## src/rtl/vm_pkg.sv

```systemverilog
// Shared definitions for the virtual-memory translation path.
// Contents: walker state enum, default page-number widths, and the
// page-table-entry layout at those default widths.
package vm_pkg;

  localparam int unsigned VPN_W_DEF = 6;
  localparam int unsigned PPN_W_DEF = 2;

  typedef enum logic [1:0] {
    IDLE = 2'd0,
    WALK = 2'd1,
    RESP = 2'd2
  } state_e;

  // TLB entry at the default widths; tlb_walker re-declares the same layout
  // with its own VPN_W/PPN_W so the widths follow its parameters.
  typedef struct packed {
    logic                 valid;
    logic                 dirty;
    logic [VPN_W_DEF-1:0] tag;
    logic [PPN_W_DEF-1:0] ppn;
  } pte_t;

endpackage

```

## src/rtl/tlb_lru.sv

```systemverilog
// True-LRU age tracker for a fully associative TLB.
// Ports:
//   clk, rst_n     clock, async active-low reset
//   flush          clears every age
//   upd_en/upd_idx hit or fill of entry upd_idx (becomes most recent)
//   valid_vec      per-entry valid bits from the TLB
//   victim_idx_c   combinational replacement choice
module tlb_lru #(
  parameter  int unsigned ENTRIES = 4,
  localparam int unsigned AGE_W   = $clog2(ENTRIES)
) (
  input  logic               clk,
  input  logic               rst_n,
  input  logic               flush,
  input  logic               upd_en,
  input  logic [AGE_W-1:0]   upd_idx,
  input  logic [ENTRIES-1:0] valid_vec,
  output logic [AGE_W-1:0]   victim_idx_c
);

  localparam logic [AGE_W-1:0] AGE_MAX = AGE_W'(ENTRIES - 1);

  logic [AGE_W-1:0] age_q [ENTRIES];
  logic [AGE_W-1:0] age_d [ENTRIES];
  logic [AGE_W-1:0] ref_age;

  // A fill into an invalid slot counts as the oldest slot becoming newest,
  // so every valid entry ages by one.
  always_comb begin
    age_d   = age_q;
    ref_age = valid_vec[upd_idx] ? age_q[upd_idx] : AGE_MAX;
    if (flush) begin
      for (int i = 0; i < ENTRIES; i++) age_d[i] = '0;
    end else if (upd_en) begin
      for (int i = 0; i < ENTRIES; i++) begin
        if (AGE_W'(i) == upd_idx) begin
          age_d[i] = '0;
        end else if (valid_vec[i] && (age_q[i] < ref_age) && (age_q[i] != AGE_MAX)) begin
          age_d[i] = age_q[i] + 1'b1;
        end
      end
    end
  end

  // Lowest invalid entry first, otherwise oldest valid (ties to lowest index).
  always_comb begin
    logic             inv_found;
    logic [AGE_W-1:0] inv_idx;
    logic [AGE_W-1:0] max_idx;
    logic [AGE_W-1:0] max_age;
    inv_found = 1'b0;
    inv_idx   = '0;
    max_idx   = '0;
    max_age   = age_q[0];
    for (int i = ENTRIES - 1; i >= 0; i--) begin
      if (!valid_vec[i]) begin
        inv_found = 1'b1;
        inv_idx   = AGE_W'(i);
      end
    end
    for (int i = 1; i < ENTRIES; i++) begin
      if (age_q[i] > max_age) begin
        max_age = age_q[i];
        max_idx = AGE_W'(i);
      end
    end
    victim_idx_c = inv_found ? inv_idx : max_idx;
  end

  always_ff @(posedge clk or negedge rst_n) begin
    if (!rst_n) begin
      for (int i = 0; i < ENTRIES; i++) age_q[i] <= '0;
    end else begin
      age_q <= age_d;
    end
  end

endmodule

```

## src/rtl/tlb_walker.sv

```systemverilog
// Fully associative TLB with page-table-walk miss handling.
// Ports:
//   req_valid/req_vpn/req_write/req_ready   CPU translation request
//   resp_valid/resp_ppn/resp_hit/page_fault translation response (1-cycle pulse)
//   walk_req/walk_vpn                       page-table walk request to memory
//   walk_done/walk_present/walk_ppn         walk completion from memory
//   flush                                   invalidate all entries
//   dirty_vec                               per-entry dirty bits
// Optional: define TLB_STATS_EN to add saturating hit_count/miss_count outputs.
module tlb_walker
  import vm_pkg::*;
#(
  parameter int unsigned VPN_W   = VPN_W_DEF,
  parameter int unsigned PPN_W   = PPN_W_DEF,
  parameter int unsigned ENTRIES = 4
) (
  input  logic               clk,
  input  logic               rst_n,
  input  logic               req_valid,
  input  logic [VPN_W-1:0]   req_vpn,
  input  logic               req_write,
  input  logic               flush,
  output logic               req_ready,
  output logic               resp_valid,
  output logic [PPN_W-1:0]   resp_ppn,
  output logic               resp_hit,
  output logic               page_fault,
  output logic               walk_req,
  output logic [VPN_W-1:0]   walk_vpn,
  input  logic               walk_done,
  input  logic               walk_present,
  input  logic [PPN_W-1:0]   walk_ppn,
  output logic [ENTRIES-1:0] dirty_vec
`ifdef TLB_STATS_EN
  ,
  output logic [15:0]        hit_count,
  output logic [15:0]        miss_count
`endif
);

  localparam int unsigned AGE_W = $clog2(ENTRIES);

  typedef struct packed {
    logic             valid;
    logic             dirty;
    logic [VPN_W-1:0] tag;
    logic [PPN_W-1:0] ppn;
  } entry_t;

  state_e           state_q, state_d;
  entry_t           pte_q [ENTRIES];
  entry_t           pte_d [ENTRIES];
  logic             resp_valid_q, resp_valid_d;
  logic             resp_hit_q, resp_hit_d;
  logic             page_fault_q, page_fault_d;
  logic [PPN_W-1:0] resp_ppn_q, resp_ppn_d;
  logic             walk_req_q, walk_req_d;
  logic [VPN_W-1:0] walk_vpn_q, walk_vpn_d;
  logic             req_ready_q, req_ready_d;
  logic             write_q, write_d;
  logic             fault_q, fault_d;
  logic [PPN_W-1:0] ppn_lat_q, ppn_lat_d;

  logic               cam_hit;
  logic [AGE_W-1:0]   hit_idx;
  logic [AGE_W-1:0]   victim_idx;
  logic [ENTRIES-1:0] valid_vec;
  logic               accept_c, hit_c, walk_start_c;
  logic               upd_en;
  logic [AGE_W-1:0]   upd_idx;

  // Tag CAM; tags are unique so priority only matters for lint-stable output.
  always_comb begin
    cam_hit = 1'b0;
    hit_idx = '0;
    for (int i = ENTRIES - 1; i >= 0; i--) begin
      if (pte_q[i].valid && (pte_q[i].tag == req_vpn)) begin
        cam_hit = 1'b1;
        hit_idx = AGE_W'(i);
      end
    end
  end

  always_comb begin
    valid_vec = '0;
    dirty_vec = '0;
    for (int i = 0; i < ENTRIES; i++) begin
      valid_vec[i] = pte_q[i].valid;
      dirty_vec[i] = pte_q[i].dirty;
    end
  end

  // A flush in the request cycle turns a would-be hit into a miss.
  assign accept_c     = req_valid && req_ready_q && (state_q == IDLE);
  assign hit_c        = accept_c && cam_hit && !flush;
  assign walk_start_c = accept_c && !hit_c;

  // Next-state, entry update and registered-output logic.
  always_comb begin
    state_d      = state_q;
    pte_d        = pte_q;
    resp_valid_d = 1'b0;
    resp_hit_d   = 1'b0;
    page_fault_d = 1'b0;
    resp_ppn_d   = resp_ppn_q;
    walk_req_d   = walk_req_q;
    walk_vpn_d   = walk_vpn_q;
    write_d      = write_q;
    fault_d      = fault_q;
    ppn_lat_d    = ppn_lat_q;
    upd_en       = 1'b0;
    upd_idx      = hit_idx;

    if (flush) begin
      for (int i = 0; i < ENTRIES; i++) begin
        pte_d[i].valid = 1'b0;
        pte_d[i].dirty = 1'b0;
      end
    end

    unique case (state_q)
      IDLE: begin
        if (hit_c) begin
          resp_valid_d = 1'b1;
          resp_hit_d   = 1'b1;
          resp_ppn_d   = pte_q[hit_idx].ppn;
          upd_en       = 1'b1;
          if (req_write) pte_d[hit_idx].dirty = 1'b1;
        end else if (walk_start_c) begin
          walk_vpn_d = req_vpn;
          walk_req_d = 1'b1;
          write_d    = req_write;
          state_d    = WALK;
        end
      end
      WALK: begin
        if (walk_done) begin
          walk_req_d = 1'b0;
          fault_d    = !walk_present;
          ppn_lat_d  = walk_present ? walk_ppn : '0;
          // Fill is applied after the flush clear so a mid-walk flush keeps it.
          if (walk_present) begin
            pte_d[victim_idx] = entry_t'{valid: 1'b1, dirty: write_q,
                                         tag: walk_vpn_q, ppn: walk_ppn};
            upd_en  = 1'b1;
            upd_idx = victim_idx;
          end
          state_d = RESP;
        end
      end
      RESP: begin
        resp_valid_d = 1'b1;
        page_fault_d = fault_q;
        resp_ppn_d   = ppn_lat_q;
        state_d      = IDLE;
      end
      default: state_d = IDLE;
    endcase

    req_ready_d = (state_d == IDLE) && !resp_valid_d;
  end

  tlb_lru #(
    .ENTRIES (ENTRIES)
  ) u_lru (
    .clk          (clk),
    .rst_n        (rst_n),
    .flush        (flush),
    .upd_en       (upd_en),
    .upd_idx      (upd_idx),
    .valid_vec    (valid_vec),
    .victim_idx_c (victim_idx)
  );

  always_ff @(posedge clk or negedge rst_n) begin
    if (!rst_n) begin
      state_q      <= IDLE;
      resp_valid_q <= 1'b0;
      resp_hit_q   <= 1'b0;
      page_fault_q <= 1'b0;
      resp_ppn_q   <= '0;
      walk_req_q   <= 1'b0;
      walk_vpn_q   <= '0;
      req_ready_q  <= 1'b1;
      write_q      <= 1'b0;
      fault_q      <= 1'b0;
      ppn_lat_q    <= '0;
      for (int i = 0; i < ENTRIES; i++) pte_q[i] <= '0;
    end else begin
      state_q      <= state_d;
      resp_valid_q <= resp_valid_d;
      resp_hit_q   <= resp_hit_d;
      page_fault_q <= page_fault_d;
      resp_ppn_q   <= resp_ppn_d;
      walk_req_q   <= walk_req_d;
      walk_vpn_q   <= walk_vpn_d;
      req_ready_q  <= req_ready_d;
      write_q      <= write_d;
      fault_q      <= fault_d;
      ppn_lat_q    <= ppn_lat_d;
      pte_q        <= pte_d;
    end
  end

  assign resp_valid = resp_valid_q;
  assign resp_hit   = resp_hit_q;
  assign page_fault = page_fault_q;
  assign resp_ppn   = resp_ppn_q;
  assign walk_req   = walk_req_q;
  assign walk_vpn   = walk_vpn_q;
  assign req_ready  = req_ready_q;

`ifdef TLB_STATS_EN
  // Saturating event counters; flush leaves them untouched.
  logic [15:0] hit_cnt_q, hit_cnt_d;
  logic [15:0] miss_cnt_q, miss_cnt_d;

  always_comb begin
    hit_cnt_d  = hit_cnt_q;
    miss_cnt_d = miss_cnt_q;
    if (hit_c && (hit_cnt_q != 16'hFFFF)) hit_cnt_d = hit_cnt_q + 16'd1;
    if (walk_start_c && (miss_cnt_q != 16'hFFFF)) miss_cnt_d = miss_cnt_q + 16'd1;
  end

  always_ff @(posedge clk or negedge rst_n) begin
    if (!rst_n) begin
      hit_cnt_q  <= '0;
      miss_cnt_q <= '0;
    end else begin
      hit_cnt_q  <= hit_cnt_d;
      miss_cnt_q <= miss_cnt_d;
    end
  end

  assign hit_count  = hit_cnt_q;
  assign miss_count = miss_cnt_q;
`endif

endmodule

```

## config.mk

```make
export PLATFORM = sky130hd
export DESIGN_NAME = tlb_walker
export DESIGN_NICKNAME = d
export VERILOG_FILES = /design/src/rtl/vm_pkg.sv /design/src/rtl/tlb_lru.sv /design/src/rtl/tlb_walker.sv
export SDC_FILE = /design/constraint.sdc
export NUM_CORES = 1
export LEC_CHECK = 0
export CAP_MARGIN = 20
export CORE_MARGIN = 2
export CORE_UTILIZATION = 58
export DETAILED_ROUTE_END_ITERATION = 12
export HOLD_SLACK_MARGIN = 0.03
export PLACE_DENSITY = 0.8
export SLEW_MARGIN = 15
export SYNTH_ARGS = -nofsm -noshare
export SYNTH_HDL_FRONTEND = slang
export SYNTH_SLANG_ARGS = --single-unit
```

## constraint.sdc

```tcl
create_clock -name clk -period 5.7 [get_ports clk]
set_clock_uncertainty 0.05 [all_clocks]
set_input_delay 1.71 -clock clk [delete_from_list [all_inputs] [get_ports clk]]
set_output_delay 1.71 -clock clk [all_outputs]
set_load 0.01 [all_outputs]
```

=== Word level (Yosys, flattened, before mapping) ===
Index checks and enable logic that the tools add are counted.

* Bits of input ports: 15
* Output and inout port bits: 17
* Register bits after elaboration: 67
* Logic and storage cells: 191

* Order comparisons: 13
* Add/subtract/negate cells: 4
* Muxes and demuxes: 77
* Equal/unequal tests: 19
* Reductions and logical operators: 43
* Bitwise logic cells: 4

{| class="wikitable"
|+ Operator list
! cell !! count
|-
| two-way mux 40 bit || 4
|-
| bitwise mux 40 bit || 2
|-
| case mux 40 bit (2 select lines) || 1
|-
| two-way mux 2 bit || 38
|-
| demux 10 bit (select 2 bit) || 2
|-
| equality test 6 bit || 4
|-
| binary-select mux 10 bit (select 2 bit) || 1
|-
| logical AND 1 bit || 20
|-
| inequality test 2 bit (second input constant) || 10
|-
| two-way mux 1 bit || 18
|-
| two-way mux 8 bit || 2
|-
| AND reduction 2 bit || 6
|-
| nonzero test 3 bit || 4
|-
| two-way mux 10 bit || 1
|-
| >= comparator 3 bit (second input constant) || 3
|-
| two-way mux 9 bit || 1
|-
| inverter 2 -> 3 bit || 3
|-
| adder 2 x 1 -> 2 bit (second input constant) || 4
|-
| less-than comparator 2 bit || 4
|-
| case mux 2 bit (2 select lines) || 2
|-
| > comparator 2 bit || 3
|-
| logical NOT 2 bit || 3
|-
| less-than comparator 3 x 1 -> 1 bit (second input constant) || 2
|-
| case mux 1 bit (2 select lines) || 3
|-
| other kinds (13) || 19
|}

=== Depth between registers and ports, before layout ===
Gate-level depths: netlist of the first run.

* Depth after elaboration: 22
* Gate-level depth with buffers: 21
* Mapped depth without buffers: 20

=== By module ===
A second synthesis of the first run with hierarchy kept.

* Cell total of the unflattened synthesis: 349
* Area total of the unflattened synthesis: 3,965.1 um^2

{| class="wikitable"
|+ By module, submodules not included
! module !! sequential area each (um^2) !! cells an instance !! area an instance (um^2) !! instances
|-
| tlb_walker || 1,477.7 || 227 || 2,839.0 || 1
|-
| tlb_lru || 200.2 || 122 || 1,126.1 || 1
|}

=== Least setup slack after synthesis of the first run ===
Ideal clock, no wire load.

* Kind: register to register
* Start: reg u_lru.age_q[5] (netlist name)
* End: reg u_lru.age_q[5] (netlist name)
* Slack: 1.313 ns
* Clock period less this slack: 4.387 ns
* Cell stages (with the launch flop): 21
* Arrival time: 4.255 ns
* Path through: dfrtp_1 -> inv_1 -> ha_1 -> o21ba_2 -> o21ai_0 -> o31ai_1 -> ha_1 -> nand2b_1 -> nand2_1 -> mux2_2 -> ha_1 -> nand2_1 -> o21ai_0 -> a41oi_1 -> nand3_1 -> o21ai_4 -> mux2i_1 -> a22o_2 -> or4_4 -> a21o_1 -> o22ai_1

* Cells in the longest elaborated chain, start to end: 20

{| class="wikitable"
|+ Ends and longest elaborated chain
! item !! line !! text
|-
| from (decl) || tlb_lru.sv:23 || <nowiki>logic [AGE_W-1:0] age_q [ENTRIES];</nowiki>
|-
| from (signal assigned) || tlb_lru.sv:74 || <nowiki>age_q <= age_d;</nowiki>
|-
| > comparator 2 bit || tlb_lru.sv:62 || <nowiki>if (age_q[i] > max_age) begin</nowiki>
|-
| two-way mux 2 bit || tlb_lru.sv:62 ||
|-
| > comparator 2 bit || tlb_lru.sv:62 ||
|-
| two-way mux 2 bit || tlb_lru.sv:62 ||
|-
| > comparator 2 bit || tlb_lru.sv:62 ||
|-
| two-way mux 2 bit || tlb_lru.sv:62 ||
|-
| two-way mux 2 bit || tlb_lru.sv:67 || <nowiki>victim_idx_c = inv_found ? inv_idx : max_idx;</nowiki>
|-
| two-way mux 2 bit || tlb_walker.sv:142 || <nowiki>if (walk_present) begin</nowiki>
|-
| [2 not listed] || - ||
|-
| inverter 2 -> 3 bit (not written as such) || tlb_lru.sv:31 || <nowiki>ref_age = valid_vec[upd_idx] ? age_q[upd_idx] : AGE_MAX;</nowiki>
|-
| binary-select mux 2 bit (select 2 bit) || tlb_lru.sv:31 ||
|-
| two-way mux 2 bit (not written as such) (2 in series) || tlb_lru.sv:31 ||
|-
| two-way mux 2 bit || tlb_lru.sv:31 ||
|-
| less-than comparator 2 bit || tlb_lru.sv:38 || <nowiki>end else if (valid_vec[i] && (age_q[i] < ref_age) && (age_q[i] != AGE_MAX)) begin</nowiki>
|-
| logical AND 1 bit (2 in series) || tlb_lru.sv:38 ||
|-
| nonzero test 3 bit (no line) || - ||
|-
| AND reduction 2 bit (no line) || - ||
|}

Several ways; a longest one is shown, not always the timed one. The select of a mux whose other input is x is not followed.
A chain may end at the register's enable or synchronous reset.

=== Worst setup path in the final report of the first run ===
* Start: reg u_lru.age_q[5] (netlist name)
* End: reg u_lru.age_q[4] (netlist name)

The elaborated chain is that of the path after synthesis.

==> results by stage, run 1 <==
Status:
- The flow ran to the end, and the final reports show no timing, DRC or antenna violations.

Clock tree:
- The number of post-CTS setup repair buffers is 0.
- The clock passes through at most 2 buffers.
- Buffers inserted during clock tree synthesis total 9.
- The post-cts repair resize count is 0.
- After clock tree synthesis, the clock-pin slew on the worst setup and hold paths is 0.08 ns.
- The number of sinks handled by clock tree synthesis is 67.
- Clock latency on the worst-skew pair, taken at its later pin, is 0.35 ns.
- The hold buffer count at CTS is 0.
- The clock root buffer is sky130_fd_sc_hd__clkbuf_8.
- The clock tree synthesis step divided the H-tree into 3 levels.
- The clock tree from TritonCTS is built.

Routing:
- In this run the remaining antenna-violating nets after routing total 0.
- After detailed routing, the average wire length per cell comes to 17.1 um.
- Dividing the detail-routed via count by the number of cells gives 5.91.
- The number of iterations in the first detailed-routing pass is 4.
- The DRC marker count from the first detailed-route iteration is 245.
- Across all layers, the routed design uses 2713 vias.
- The routed wire length is 7.85 mm.
- After detailed routing, the number of remaining DRC violations is 0.

Final layout:
- The area of the multi-input gates is 0.00191 mm^2.
- In the final layout, the share of cells above drive strength 1 is 20.2%.
- The area growth from synthesis to layout is 13.1%.
- The count of fill cells added during filler insertion is 470.
- The number of nets in the finished design is 404.
- The top cell types in the final layout, fill and taps aside, are 66 x sky130_fd_sc_hd__dfrtp_1, 43 x sky130_fd_sc_hd__mux2_2, 30 x sky130_fd_sc_hd__clkdlybuf4s50_1.
- In the final layout, flip-flops and latches occupy 0.00168 mm^2.
- The number of diodes added for antenna fixing is 0.
- The library cell used most frequently in the layout, excluding fill and tap cells, is sky130_fd_sc_hd__dfrtp_1.
- The count of cells in the finished layout, fillers not included, comes to 459.
- Cells fill 67.6% of the core in the end.

Power:
- The analysis attributes to cell leakage a power of 1.89 nW.
- For this design the ratio of total power to cell area is 368 mW/mm^2.
- The worst voltage drop across the vdd grid is 0.240 mV.

Synth:
- The number of synthesized flops with an enable pin is 0.
- The synthesized cell area is 0.00380 mm^2.
- The part of the Yosys area used for sequential elements is 44.2%.
- The synthesized design contains 67 register bits.
- During synthesis, Yosys emitted a total of 0 warnings.
- The cell count after synthesis is 351.
- The unique cell type count in the Yosys netlist is 60.
- The most used flip-flop cell after synthesis is sky130_fd_sc_hd__dfrtp_1.
- The synthesized netlist net count is 378.
- The average instance in the mapped netlist occupies 10.8 um^2.
- The fraction of registers with async set or reset after synthesis is 100%.

STA:
- The actual slew at the worst max-slew pin is 0.920 ns.
- The final hold violation count is 0.
- Based on the critical path, the design can be clocked at up to 201 MHz.
- Setup violations remaining at the end of the flow were counted as 0.
- The number of max-slew violations in the final report was 0.
- The final critical path time including I/O delays and setup is 4.97 ns.
- The worst pin sits at a relative slew slack of 38.7%.
- After routing, the total negative slack on setup checks comes to 0 ns.
- Setup repair after global routing left no endpoint under its margin.
- In the post-route analysis, the smallest setup slack over all paths is 0.734 ns.
- Of the available clock period, the critical path in the final layout requires 87.1%.

Floorplanning:
- From bottom edge to top edge, the die measures 84.9 um.
- In this run the horizontal extent of the chip is 84.9 um.
- The core area is 0.00635 mm^2.
- During I/O placement, the number of pins put on the boundary was 32.
- The full die area is 0.00721 mm^2.
- The placement row count is 29.
- The starting utilization of the core area is 59.8%.

Placement:
- The pre-CTS setup slack is 0.676 ns.
- The count of buffers added on input and output ports is 31.
- After detailed placement, the design holds a cell count of 443.
- Detailed placement finished with a half-perimeter wire length of 5.68 mm.
- The final weighted congestion of routability-driven global placement is 0.858.

Flow run:
- The max-capacitance violation count is 0.

Worst setup path:
- STA classifies the critical path startpoint as a register.
- Along the worst path, the maximum fanout reaches 11.
- The data arrival at the endpoint of the critical path is 5.19 ns.
- For the worst setup path, the data required time is 5.93 ns.
- The worst setup path is of the register to register kind.
- The worst setup path is captured at a register.

Global routing:
- The total overflow reported by the global router is 0.
- The first global-routing pass estimated 13.1 mm of wire.
- The number of antenna violations at the first check in global routing is 0.
- The total routing usage reported by global routing is 23.2%.
- The pin count of the biggest net entering global routing is 43.
- The via count of the first global-routing pass is 2700.

Worst hold path:
- The path category of the worst min-delay check is register to register.
## stage by stage
step                      area (um^2)  hold slack, ns  power, mW
final                            4290           0.432       1.58
after global routing             4290           0.450       1.67
after CTS                        4290           0.436       1.59
after detailed placement         4080           0.420       1.16
after global placement           4080           0.404       1.13
after floorplan                  3800           0.389      0.981
## layer usage
layer	up-vias	track usage [%]	share of wire [%]
met5	-	0	0
li1	1302	-	-
met4	0	9.52	1.7
met3	14	6.71	6.1
met1	1311	30.6	44
met2	86	36.4	48
## path summary, 6_finish.rpt
check	from	end	slack (ns)	depth (start not counted)
worst max-delay path	u_lru.age_q[5]$_DFFE_PN0P_	u_lru.age_q[4]$_DFFE_PN0P_	0.73	20
worst min-delay path	ppn_lat_q[0]$_DFFE_PN0P_	ppn_lat_q[0]$_DFFE_PN0P_	0.43	2
worst max register to register	u_lru.age_q[5]$_DFFE_PN0P_	u_lru.age_q[4]$_DFFE_PN0P_	0.73	20
worst min register to register	ppn_lat_q[0]$_DFFE_PN0P_	ppn_lat_q[0]$_DFFE_PN0P_	0.43	2
max in group asynchronous	rst_n	pte_q[25]$_DFFE_PN0P_	3.29	2
min in group asynchronous	rst_n	resp_valid$_DFF_PN0_	1.44	1
## final cells by class
| cell class | instances | area share (%) |
|---|---|---|
| flip-flops and latches | 67 | 39.1 |
| clock buffers | 10 | 2.97 |
| clock inverters | 6 | 2.07 |
| repair buffers | 33 | 7.46 |
| multi-input cells | 248 | 44.6 |
| inverters | 18 | 1.57 |
| well taps | 77 | 2.24 |
## registers in the layout, summed over array words and instances (netlist names), 2 cells and up
name,count
walk_vpn,6
resp_ppn,2
ppn_lat_q,2
pte_q,36
dirty_vec,4
u_lru.age_q,8
state_q,2
## where the power goes
| part | total (mW) | internal [mW] | leakage, nW | switching [mW] |
|---|---|---|---|---|
| combinational | 0.447 | 0.236 | 0.896 | 0.211 |
| sequential | 0.699 | 0.594 | 0.887 | 0.105 |
| clock | 0.435 | 0.247 | 0.103 | 0.188 |
| total | 1.58 | 1.08 | 1.89 | 0.504 |
## critical path, cell delays in order (launching register included)
cell,delay [ns]
sky130_fd_sc_hd__dfrtp_1,0.46
sky130_fd_sc_hd__inv_1,0.09
sky130_fd_sc_hd__ha_1,0.31
sky130_fd_sc_hd__o21ba_2,0.23
sky130_fd_sc_hd__o21ai_0,0.16
sky130_fd_sc_hd__o31ai_1,0.12
sky130_fd_sc_hd__ha_1,0.29
sky130_fd_sc_hd__nand2b_1,0.06
sky130_fd_sc_hd__nand2_1,0.11
sky130_fd_sc_hd__mux2_2,0.35
sky130_fd_sc_hd__ha_1,0.29
sky130_fd_sc_hd__nand2_1,0.07
sky130_fd_sc_hd__o21ai_0,0.11
sky130_fd_sc_hd__a41oi_1,0.49
sky130_fd_sc_hd__nand3_1,0.23
sky130_fd_sc_hd__o21ai_4,0.17
sky130_fd_sc_hd__mux2i_1,0.11
sky130_fd_sc_hd__a22o_2,0.32
sky130_fd_sc_hd__or4_4,0.53
sky130_fd_sc_hd__a21o_1,0.18
sky130_fd_sc_hd__a21oi_1,0.14
## cell usage after synthesis (3+ instances only)
master	number	area [um^2]
sky130_fd_sc_hd__nand3b_1	3	22.5
sky130_fd_sc_hd__ha_1	12	150
sky130_fd_sc_hd__mux2_2	43	484
sky130_fd_sc_hd__xnor2_1	12	105
sky130_fd_sc_hd__nor2b_1	4	25.0
sky130_fd_sc_hd__buf_6	7	78.8
sky130_fd_sc_hd__nand2_1	27	101
sky130_fd_sc_hd__mux2i_1	6	60.1
sky130_fd_sc_hd__a211oi_1	5	37.5
sky130_fd_sc_hd__dfrtp_1	66	1650
sky130_fd_sc_hd__inv_1	17	63.8
sky130_fd_sc_hd__o22ai_1	3	18.8
sky130_fd_sc_hd__nand3_1	6	30.0
sky130_fd_sc_hd__clkbuf_1	5	18.8
sky130_fd_sc_hd__nand4_1	4	25.0
sky130_fd_sc_hd__nor4_1	3	18.8
sky130_fd_sc_hd__o211ai_1	3	22.5
sky130_fd_sc_hd__xor2_1	12	105
sky130_fd_sc_hd__nor2_1	15	56.3
sky130_fd_sc_hd__or3_1	4	25.0
sky130_fd_sc_hd__a21oi_1	11	55.1
sky130_fd_sc_hd__and2_1	3	18.8
sky130_fd_sc_hd__nand2b_1	9	56.3
sky130_fd_sc_hd__buf_4	4	30.0
sky130_fd_sc_hd__o21ai_0	18	90.1
sky130_fd_sc_hd__o21a_1	4	30.0
sky130_fd_sc_hd__nor3_1	3	15.0
## logic make-up after synthesis
family	synth area share (%)
simple gates	13.1
buf+inv	5.41
fa+ha+maj	4.22
xor+xnor	5.54
compound gates	13.2
mux	14.3
flops	44.2
No activity file was read; power rests on OpenSTA's default activity.
==> inputs of run 2 (changes only) <==
--- a/config.mk
+++ b/config.mk
@@ -7,11 +7,13 @@
 export LEC_CHECK = 0
 export CAP_MARGIN = 20
 export CORE_MARGIN = 2
-export CORE_UTILIZATION = 58
+export CORE_UTILIZATION = 59
 export DETAILED_ROUTE_END_ITERATION = 12
 export HOLD_SLACK_MARGIN = 0.03
-export PLACE_DENSITY = 0.8
+export MAX_ROUTING_LAYER = met4
+export PLACE_DENSITY = 0.89
 export SLEW_MARGIN = 15
 export SYNTH_ARGS = -nofsm -noshare
 export SYNTH_HDL_FRONTEND = slang
+export SYNTH_HIERARCHICAL = 1
 export SYNTH_SLANG_ARGS = --single-unit
==> results by stage, run 2 <==
Synth:
- The share of the synthesized area in the top cell type is 41.7% (-1.9 points).
- The synthesized-area fraction occupied by and/or/nand/nor cells is 14.3% (+1.1 points).
- The commonest cells after synthesis are 66 x sky130_fd_sc_hd__dfrtp_1, 33 x sky130_fd_sc_hd__mux2_1, 21 x sky130_fd_sc_hd__xnor2_1.
- The synthesized flop and latch total was 67 (unchanged).
- The post-synthesis mux area share is 14.8% (+0.49 points).
- After synthesis, the largest family of logic cells by area is multiplexers.
- The synthesized netlist net count came to 380 (+0.53%).
- The synthesized-area fraction occupied by adder cells is 5.05% (+0.83 points).
- The unique cell type count in the Yosys netlist is 68 (+13%).
- Of all cell types, the one taking the most synthesized area is sky130_fd_sc_hd__dfrtp_1.
- By area the synthesized netlist is led by sky130_fd_sc_hd__dfrtp_1 42%, sky130_fd_sc_hd__mux2_1 9.4%, sky130_fd_sc_hd__ha_1 5.0%.
- The synthesized cell area is 0.00397 mm^2 (+4.4%).
- The post-synthesis share of cell area spent on xor and xnor gates was 5.30% (-0.24 points).
- The cell count after synthesis was 349 (-0.57%).
- Among all cell types in the netlist, the one instantiated most often is sky130_fd_sc_hd__dfrtp_1.
- The fraction of registers with async set or reset after synthesis is 100% (unchanged).
- The part of the Yosys area used for sequential elements is 42.3% (-1.9 points).
- For this run, the leading register cell type out of synthesis is sky130_fd_sc_hd__dfrtp_1.
- The number of synthesized flops with an enable pin is 0 (unchanged).
- The total of warnings raised by yosys is 6 (+6).
- The mean instance size in the synthesized netlist is 11.4 um^2 (+5.0%).
- The share of the synthesized area in compound gates (AO/OA/AOI/OAI) is 13.5% (+0.29 points).

Placement:
- The count of buffers inserted at the top-level ports is 31 (unchanged).
- The detailed-placement wirelength estimate was 6.40 mm (+13%).
- The final weighted congestion of routability-driven global placement is 0.909 (+5.9%).
- The total placed cells including tap cells is 450 (+1.6%).

STA:
- The final critical path time including I/O delays and setup is 5.49 ns (+0.523 ns).
- The setup-violating endpoint count in the final report was 0 (unchanged).
- The actual slew at the worst max-slew pin is 0.969 ns (+0.0491 ns).
- The final hold violation count is 0 (unchanged).
- The worst hold margin is 0.442 ns (+0.00954 ns).
- The fmax is 182 MHz (-9.5%).
- The final critical-path share of the clock period was 96.3% (+9.2 points).
- The number of max-slew violations in the final report is 0 (unchanged).
- The remaining max-slew budget at the tightest pin was 35.1% (-3.5 points).

Clock tree:
- TritonCTS built the clock tree.
- The total number of H-tree levels was 3 (unchanged).
- The number of clock buffers inserted by TritonCTS is 9 (unchanged).
- The number of sinks handled by clock tree synthesis came to 67 (unchanged).
- The hold buffer count at CTS is 0 (unchanged).
- The CTS clock-pin slew for the worst setup and hold paths is 0.07 ns (about the same).
- The cell sitting at the root of the clock tree is a sky130_fd_sc_hd__clkbuf_8.
- The clock latency reported for the late side of the worst-skew pair is 0.34 ns (about the same).
- The number of buffers on the longest clock path came to 2 (unchanged).

Routing:
- The mean routed wirelength per cell is 19.5 um (+14%).
- The overall via count from detail_route is 3088 (+14%).
- The routed length on met2 is 4.72 mm (+25%).
- The via density per instance is 6.53 (+10%).
- The DRC marker count from the first detailed-route iteration came to 236 (-3.7%).
- The residual antenna-violating net count after detailed routing is 0 (unchanged).
- The routed wire length came to 9.20 mm (+17%).
- The routed metal-1 wire length is 3.79 mm (+9.6%).
- In this run the top signal layer used is met4.
- The number of iterations in the first detailed-routing pass was 5 (+1).
- The detailed-route DRC error count is 0 (unchanged).
- The amount of wire on met3 after detailed routing is 522 um (+9.9%).

Floorplanning:
- The number of I/O pins came to 32 (unchanged).
- The starting utilization of the core area is 61.7% (+2.0 points).
- The placement row count came to 29 (unchanged).
- The core area is 0.00642 mm^2 (+1.1%).
- The die width is 86.0 um (+1.3%).
- The height of the chip was 86.0 um (+1.3%).
- The full die area is 0.00739 mm^2 (+2.6%).

Final layout:
- The most frequent standard cell in the layout excluding fill and tap cells is sky130_fd_sc_hd__dfrtp_1.
- The number of flip-flops under the largest register name came to 36 (unchanged).
- The count of fill cells added during filler insertion is 441 (-6.2%).
- The share of cells above drive strength 1 was 18.4% (-1.7 points).
- The top cell types in the final layout, fill and taps aside, are 64 x sky130_fd_sc_hd__dfrtp_1, 32 x sky130_fd_sc_hd__mux2_1, 30 x sky130_fd_sc_hd__clkdlybuf4s50_1.
- The number of diodes added for antenna fixing is 0 (unchanged).
- The filler-free cell count of the finished design is 473 (+3.1%).
- pte_q holds more flip-flops than any other register.
- The number of nets in the finished design is 422 (+4.5%).
- Relative to the synthesized area, the layout overhead comes to 17.2%.

Global routing:
- The total routing usage reported by global routing is 26.4% (+3.2 points).
- The via count of the first global-routing pass is 3121 (+16%).
- The pin count of the biggest net entering global routing came to 55 (+28%).
- The total overflow reported by the global router was 0 (unchanged).
- The global-route wire length before repair is 14.8 mm (+12%).
- The number of antenna violations at the first check in global routing is 0 (unchanged).

Flow run:
- The max-capacitance violation count is 0 (unchanged).

Worst setup path:
- The start-to-end type of the worst setup path is register to register.
- The register-to-register setup slack is 0.21 ns (-0.52 ns).
- The required time of the critical path was 5.84 ns (-0.09 ns).
- The biggest fanout along the worst timing path came to 7 (-4).
- The endpoint of the worst register-to-register path is u_lru/age_q[7]$_DFFE_PN0P_.
- The cell depth of the worst flop-to-flop path came to 24 (+20%).
- The worst setup path is launched from a register.
- The data arrival at the endpoint of the critical path came to 5.63 ns (+0.44 ns).
- The sort of element at the end of the critical path is a register.
- The startpoint identified for the worst register-to-register timing path is u_lru/age_q[6]$_DFFE_PN0P_.

Power:
- The power per unit of standard cell area is 378 mW/mm^2 (+2.5%).
- The leakage power of the design was 2.05 nW (+8.7%).
- The worst voltage drop across the vdd grid is 0.337 mV (+41%).

Worst hold path:
- The path category of the worst min-delay check is register to register.
- The startpoint identified for the worst hold timing path is pte_q[21]$_DFFE_PN0P_.
- The worst hold path terminates at pte_q[21]$_DFFE_PN0P_.
- The number of cells on the worst hold path was 1 (-1).

Status:
- The flow ran to the end, and the final reports show no timing, DRC or antenna violations.
[run 2: changes by cell type after synthesis, sizes merged, moves of 5 or more]
cell    delta
xnor2      +9
clkbuf     -5
nand2     -11
mux2i      -5
buf        +5
nor4b      +7
o21ai     -10
xor2       -9
o221ai     +5
nand2b     -5
[run 2: area by class of cell]
| type | instances | area, um^2 | share of cell area, % |
|---|---|---|---|
| clock buffers | 10 | 128 | 2.75 |
| clock inverters | 6 | 90.1 | 1.94 |
| inverters | 19 | 71.3 | 1.53 |
| multi-input cells | 245 | 2140 | 46.1 |
| flip-flops and latches | 67 | 1680 | 36.2 |
| well taps | 77 | 96.3 | 2.07 |
| repair buffers | 49 | 440 | 9.48 |
[run 2: per-layer routing]
layer  GRT usage [%]  vias up
met5               -        -
met1            33.1     1542
met3            4.81       25
li1                -     1381
met4            10.5        0
met2            42.6      140
[run 2: how the worst max path moves through the flow]
stage / from / to / slack [ns] / depth (start not counted)
2_1_floorplan: u_lru/age_q[5]$_DFFE_PN0P_ / u_lru/age_q[7]$_DFFE_PN0P_ / 0.18 / 24
3_3_place_gp: u_lru/age_q[7]$_DFFE_PN0P_ / u_lru/age_q[7]$_DFFE_PN0P_ / 0.20 / 25
3_5_place_dp: u_lru/age_q[7]$_DFFE_PN0P_ / u_lru/age_q[7]$_DFFE_PN0P_ / 0.02 / 25
4_1_cts: u_lru/age_q[7]$_DFFE_PN0P_ / u_lru/age_q[7]$_DFFE_PN0P_ / 0.04 / 25
5_1_grt: u_lru/age_q[7]$_DFFE_PN0P_ / u_lru/age_q[7]$_DFFE_PN0P_ / -0.06 / 24
6_report: u_lru/age_q[6]$_DFFE_PN0P_ / u_lru/age_q[7]$_DFFE_PN0P_ / 0.21 / 24
[run 2: critical path, cell delays in order, from the launching register on]
cell,delay (ns)
sky130_fd_sc_hd__dfrtp_2,0.48
sky130_fd_sc_hd__ha_1,0.35
sky130_fd_sc_hd__nand2b_4,0.06
sky130_fd_sc_hd__o21ai_1,0.09
sky130_fd_sc_hd__mux2_2,0.36
sky130_fd_sc_hd__ha_1,0.26
sky130_fd_sc_hd__nor2b_1,0.14
sky130_fd_sc_hd__or2_1,0.25
sky130_fd_sc_hd__mux2_2,0.28
sky130_fd_sc_hd__ha_1,0.28
sky130_fd_sc_hd__nand2_1,0.06
sky130_fd_sc_hd__o21ai_1,0.10
sky130_fd_sc_hd__a31oi_1,0.23
sky130_fd_sc_hd__o21a_1,0.20
sky130_fd_sc_hd__nand2_1,0.06
sky130_fd_sc_hd__o21ai_1,0.07
sky130_fd_sc_hd__buf_4,0.16
sky130_fd_sc_hd__mux4_2,0.52
sky130_fd_sc_hd__nor2b_2,0.20
sky130_fd_sc_hd__ha_1,0.31
sky130_fd_sc_hd__nor4b_2,0.27
sky130_fd_sc_hd__buf_4,0.16
sky130_fd_sc_hd__nor3_1,0.05
sky130_fd_sc_hd__a211oi_2,0.23
sky130_fd_sc_hd__o221ai_1,0.14
[run 2: kinds of logic after synthesis]
kind of cell / after synthesis
DFF: 67
muxes: 47
and+or+nand+nor: 87
buffers and inverters: 37
AOI/OAI and AO/OA: 71
adders and majority gates: 16
xor gates and xnor gates: 24
[run 2: repair_timing]
action	4_1_cts	5_1_grt
pin swaps	0	3
resized for setup	1	11
endpoints found under the setup margin	1	8
setup buffers	0	7
hold endpoints to repair	0	0
cloned	0	0
[run 2: stage by stage]
stage / power, mW / setup WS (ns) / instance area [um^2] / TNS [ns] / util (%)
finish: 1.76 / 0.211 / 4650 / 0 / 72.4
global route: 1.84 / -0.0571 / 4650 / -0.0683 / 72.4
CTS: 1.74 / 0.0352 / 4550 / 0 / 70.9
detailed placement: 1.30 / 0.0236 / 4330 / 0 / 67.4
global placement: 1.27 / 0.199 / 4330 / 0 / 67.4
floorplan: 1.09 / 0.175 / 3970 / 0 / -
[run 2: power by group]
part / leakage (nW) / switching (mW) / internal (mW)
Sequential: 0.880 / 0.117 / 0.598
Clock: 0.106 / 0.183 / 0.247
Combinational: 1.06 / 0.290 / 0.320
Total: 2.05 / 0.591 / 1.16
